--- config.mk ---
export PLATFORM = sky130hd
export DESIGN_NAME = shift_sequencer_flat
export DESIGN_NICKNAME = d
export VERILOG_FILES = /design/src/rtl/shift_sequencer_pkg.sv /design/src/rtl/shift_sequencer_if.sv /design/src/rtl/shift_sequencer_step.sv /design/src/rtl/shift_sequencer.sv /design/src/flat_wrapper.sv
export SDC_FILE = /design/constraint.sdc
export NUM_CORES = 1
export LEC_CHECK = 0
export CORE_MARGIN = 5
export CORE_UTILIZATION = 50
export CTS_BUF_LIST = sky130_fd_sc_hd__clkbuf_4 sky130_fd_sc_hd__clkbuf_8 sky130_fd_sc_hd__clkbuf_16
export DETAILED_ROUTE_END_ITERATION = 8
export HOLD_SLACK_MARGIN = 0.12
export PLACE_DENSITY = 0.84
export SLEW_MARGIN = 20
export SYNTH_ARGS = -nofsm -noshare
export SYNTH_HDL_FRONTEND = slang
export SYNTH_SLANG_ARGS = --single-unit
export TNS_END_PERCENT = 50
--- constraint.sdc ---
create_clock -name clk -period 2.1 [get_ports clk]
set_input_delay 0.315 -clock clk [delete_from_list [all_inputs] [get_ports clk]]
set_output_delay 0.315 -clock clk [all_outputs]
set_load 0.05 [all_outputs]
--- src/rtl/shift_sequencer_pkg.sv ---
// Shared encodings for the multi-cycle shift sequencer: shift ops and FSM states.
package shift_seq_pkg;

  typedef enum logic [1:0] {
    SH_NONE = 2'b00,
    SH_LSL  = 2'b01,
    SH_LSR  = 2'b10,
    SH_ASR  = 2'b11
  } op_t;

  typedef enum logic [1:0] {
    S_IDLE  = 2'b00,
    S_SHIFT = 2'b01,
    S_DONE  = 2'b10
  } state_t;

endpackage

--- src/rtl/shift_sequencer_if.sv ---
// Start/busy/done handshake bundle between a requester and the shift sequencer.
interface shift_sequencer_if #(
  parameter int WIDTH = 16,
  parameter int CNT_W = 4
);
  logic             start;
  logic [1:0]       op;
  logic [CNT_W-1:0] amount;
  logic [WIDTH-1:0] din;
  logic             busy;
  logic             done;
  logic [WIDTH-1:0] dout;
  logic             carry;

  modport master (
    output start, op, amount, din,
    input  busy, done, dout, carry
  );

  modport slave (
    input  start, op, amount, din,
    output busy, done, dout, carry
  );
endinterface

--- src/rtl/shift_sequencer_step.sv ---
// Combinational single-position shift step; bit_out is the bit pushed off the end.
module shift_step
  import shift_seq_pkg::*;
#(
  parameter int WIDTH = 16
) (
  input  logic [WIDTH-1:0] w,
  input  op_t              op,
  output logic [WIDTH-1:0] w_next,
  output logic             bit_out
);

  always_comb begin
    w_next  = w;
    bit_out = 1'b0;
    case (op)
      SH_LSL: begin
        w_next  = {w[WIDTH-2:0], 1'b0};
        bit_out = w[WIDTH-1];
      end
      SH_LSR: begin
        w_next  = {1'b0, w[WIDTH-1:1]};
        bit_out = w[0];
      end
      SH_ASR: begin
        w_next  = {w[WIDTH-1], w[WIDTH-1:1]};
        bit_out = w[0];
      end
      default: begin
        w_next  = w;
        bit_out = 1'b0;
      end
    endcase
  end

endmodule

--- src/rtl/shift_sequencer.sv ---
// Multi-cycle N-position shifter: one single-bit step per cycle, start/busy/done handshake.
module shift_sequencer
  import shift_seq_pkg::*;
#(
  parameter int WIDTH = 16,
  parameter int CNT_W = 4
) (
  input  logic              clk,
  input  logic              reset,
  shift_sequencer_if.slave  bus
);

  state_t           state, state_nxt;
  op_t              op_q;
  logic [CNT_W-1:0] count;
  logic [WIDTH-1:0] w;
  logic [WIDTH-1:0] w_step;
  logic             step_out;
  logic [WIDTH-1:0] dout_r;
  logic             carry_r;
  logic             zero_job;

  // A job with no op or no steps skips SHIFT and completes straight away.
  assign zero_job = (op_t'(bus.op) == SH_NONE) || (bus.amount == '0);

  shift_step #(.WIDTH(WIDTH)) u_step (
    .w       (w),
    .op      (op_q),
    .w_next  (w_step),
    .bit_out (step_out)
  );

  always_ff @(posedge clk) begin
    if (reset) state <= S_IDLE;
    else       state <= state_nxt;
  end

  always_comb begin
    state_nxt = state;
    case (state)
      S_IDLE:  if (bus.start) state_nxt = zero_job ? S_DONE : S_SHIFT;
      S_SHIFT: if (count == CNT_W'(1)) state_nxt = S_DONE;
      S_DONE:  state_nxt = S_IDLE;
      default: state_nxt = S_IDLE;
    endcase
  end

  // dout is loaded on entry to DONE so it is already valid while done is high.
  always_ff @(posedge clk) begin
    if (reset) begin
      count   <= '0;
      carry_r <= 1'b0;
      dout_r  <= '0;
      op_q    <= SH_NONE;
    end else begin
      case (state)
        S_IDLE: begin
          if (bus.start) begin
            w       <= bus.din;
            op_q    <= op_t'(bus.op);
            count   <= bus.amount;
            carry_r <= 1'b0;
            if (zero_job) dout_r <= bus.din;
          end
        end
        S_SHIFT: begin
          w       <= w_step;
          carry_r <= step_out;
          count   <= count - CNT_W'(1);
          if (count == CNT_W'(1)) dout_r <= w_step;
        end
        default: ;
      endcase
    end
  end

  assign bus.busy  = (state != S_IDLE);
  assign bus.done  = (state == S_DONE);
  assign bus.dout  = dout_r;
  assign bus.carry = carry_r;

endmodule

--- src/flat_wrapper.sv ---
// flat-port wrapper written by rule: the top's interface ports become plain ports
module shift_sequencer_flat import shift_seq_pkg::*;
#(
  parameter int WIDTH = 16,
  parameter int CNT_W = 4
)
  (clk, reset, bus_start, bus_op, bus_amount, bus_din, bus_busy, bus_done, bus_dout, bus_carry);
  shift_sequencer_if #(.WIDTH(WIDTH), .CNT_W(CNT_W)) bus_i ();
  input  logic clk;
  input  logic reset;
  input wire logic [$bits(bus_i.start)-1:0] bus_start;
  input wire logic [$bits(bus_i.op)-1:0] bus_op;
  input wire logic [$bits(bus_i.amount)-1:0] bus_amount;
  input wire logic [$bits(bus_i.din)-1:0] bus_din;
  output wire logic [$bits(bus_i.busy)-1:0] bus_busy;
  output wire logic [$bits(bus_i.done)-1:0] bus_done;
  output wire logic [$bits(bus_i.dout)-1:0] bus_dout;
  output wire logic [$bits(bus_i.carry)-1:0] bus_carry;
  assign bus_i.start = bus_start;
  assign bus_i.op = bus_op;
  assign bus_i.amount = bus_amount;
  assign bus_i.din = bus_din;
  assign bus_busy = bus_i.busy;
  assign bus_done = bus_i.done;
  assign bus_dout = bus_i.dout;
  assign bus_carry = bus_i.carry;
  shift_sequencer #(.WIDTH(WIDTH), .CNT_W(CNT_W)) u_core (.clk(clk), .reset(reset), .bus(bus_i));
endmodule
==> flow_summary.ini <==
[route]
drc_errors = 0
first_pass_iters = 4
vias = 1922
via_per_inst = 5.86
first_iter_violations = 102
drt_wl_total_microns = 5060
post_drt_wl_per_cell_microns = 15.4
ant_nets = 0

[power_and_ir_drop]
ir_drop_mv = 0.533
p_seq_share_pct = 43.9
p_leak_nw = 0.992
p_clk_share_pct = 28.8
switching_share_pct = 31.0
combinationalPowerShare_pct = 27.3
p_per_area_nw_per_um2 = 812
p_int_w = 0.00152
p_sw_w = 0.000684

[placed_design]
dpl-instance-area_sq_um = 2610
gp_congestion = 0.832
dp_cells = 320
dp.final_hpwl_microns = 3670
io_buffers = 43

[finish]
drive_gt1_share_pct = 10.8
antennaDiodeCount = 0
num-nets-final = 304
fin_area_sq_um = 2720
fillers = 329
final_cells = 328
multi_input_area_sq_um = 991
area_delta_synth_final_pct = 30.8
register_area_sq_um = 981
final_util_pct = 67.9
layout_common_cells = clkdlybuf4s50_1 (41), nand2_1 (39), a21oi_1 (34)
final_common_cell = clkdlybuf4s50_1

[logic_synthesis]
syn_area_sq_um = 2080
ys_types = 39
syn-instance-count = 229
synth_top_area_share_pct = 24.1
ys_seq_elements = 41
yosys-top-cells-area = dfxtp_1 (24%), edfxtp_1 (23%), a21oi_1 (8.2%)
syn_nets = 256
yosysTopAreaCell = dfxtp_1
yosys_warnings = 0
ys_seq_area_share_pct = 47.2
syn_area_per_cell_sq_um = 9.07

[grt]
grt_max_degree = 18
antenna_found_initial = 0
grt_pass1_vias = 1894
grt_first_pass_wirelength_microns = 8530
grt_usage_pct = 19.8
grt_remaining_overflow = 0

[timing]
fin_worst_skew_ns = 0.00663
final_hold_viol_count = 0
finalMaxSlewViolations = 0
worst_pin_slew_ns = 0.505
hold_slack_ns = 0.456
fin_tns_setup_ns = 0
grt_setup_unrepaired = no
finalCriticalPeriod_ns = 1.79
max_slew_margin_pct = 66.2
finalSetupViolCount = 0
fmax_ghz = 0.559
period_share_pct = 85.3

[clock_network]
clk_latency_ns = 0.30
htree_num_levels = 2
clock_path_buffers = 2
clk_pin_slew_ns = 0.08
cts_made_buffers = 5
cts_resized = 0
cts_hold_buf = 0
cts_tree = yes
cts_setup_buffers = 0
clkSinkCount = 41
root_buffer = clkbuf_8

[setup_path]
path_buf_inv = 1
crit_chain = clkdlybuf4s50_1
endpoint_kind = output pin
cp-start-kind = register
cpPeakStageDelay_ns = 0.81
cp.required_ns = 1.78
cp-startpoint = u_core.bus.dout[4]
critPathTopFamily = buffers and inverters
r2r_start = u_core.op_q[1]
cp_max_fo = 2
crit_type = reg2out
slowest_stage = clkdlybuf4s50_1
worstPathArrival_ns = 1.48

[run_status]
outcome = completed

[floorplan]
core_area_sq_um = 4000
die_h_microns = 74.5
die_area_sq_um = 5540
rows = 23
die_w_microns = 74.5
initial_utilization_pct = 51.9
boundaryPins = 44

[run]
maxCapViolCount = 0

[worst_hold_path]
hold_start = u_core.bus.dout[10]
hp-class = reg2reg
## cell usage after synthesis
library cell	number
buf_6	2
inv_1	4
and2_1	1
nand2b_1	2
nor2_2	1
and2b_1	1
ha_1	2
a32oi_1	1
a21oi_1	34
a22o_1	1
nor3b_2	1
mux2i_1	2
nor3b_1	2
o22ai_1	2
edfxtp_1	16
a31oi_1	14
nand3b_1	2
dfxtp_1	25
mux2_2	1
buf_4	1
nor4_4	1
nor3_1	2
a22oi_1	4
o21bai_1	2
o41ai_1	1
a311o_1	13
or2_2	1
o221ai_4	1
buf_1	1
nand2_1	39
nor2_1	28
clkbuf_1	3
buf_2	9
nor2b_1	2
a211o_1	2
a211oi_1	1
o211ai_1	2
a221o_1	1
o21ba_1	1
## routing by layer
| metal | global-route usage, % | up-vias | share of wire [%] |
|---|---|---|---|
| li1 | - | 941 | - |
| met4 | 7.51 | 0 | 1.6 |
| met5 | 0 | - | 0 |
| met3 | 4.05 | 8 | 7.3 |
| met2 | 33.4 | 60 | 48 |
| met1 | 25.0 | 913 | 43 |
## area by class of cell
| class | count | area share, % |
|---|---|---|
| multi-input cells | 168 | 36.5 |
| clock inverters | 2 | 1.29 |
| flip-flops and latches | 41 | 36.1 |
| inverters | 4 | 0.553 |
| repair buffers | 57 | 20.5 |
| clock buffers | 6 | 2.81 |
| well taps | 50 | 2.30 |
## kinds of logic (layout without fill, tap and decap cells)
family	after synthesis	after routing	synth area share, %
compound gates	80	80	26.9
buf+inv	20	69	5.06
simple gates	83	83	18.1
flops	41	41	47.2
fa+ha+maj	2	2	1.20
mux	3	3	1.51
## power groups by stage
stage	logic, W	clock network, W	registers [W]
after global routing	0.000658	0.000674	0.000978
after detailed placement	0.000602	0	0.000985
final	0.000603	0.000635	0.000969
after CTS	0.000604	0.000646	0.000967
after global placement	0.000588	0	0.000984
after floorplan	0.000310	0	0.00106
## worst paths after layout
kind,cells after the start,to,slack (ns)
worst max-delay path,1,bus_dout[4],0.31
worst min-delay path,2,u_core.bus.dout[10],0.46
worst max register to register,4,u_core.w[15],0.42
worst min register to register,2,u_core.bus.dout[10],0.46
## per-stage QoR
| step | setup WS [ns] | total power, W |
|---|---|---|
| 2_1_floorplan | 0.152 | 0.00137 |
| 3_3_place_gp | 0.131 | 0.00157 |
| 3_5_place_dp | 0.0680 | 0.00159 |
| 4_1_cts | 0.298 | 0.00222 |
| 5_1_grt | 0.259 | 0.00231 |
| 6_report | 0.310 | 0.00221 |
## flip-flops by register name, summed over array words and instances (netlist names)
register and flops:
u_core.bus.dout 16, u_core.w 16, u_core.count 4, u_core.op_q 2, u_core.state 2, u_core.bus.carry 1
No activity file was read; power rests on OpenSTA's default activity.
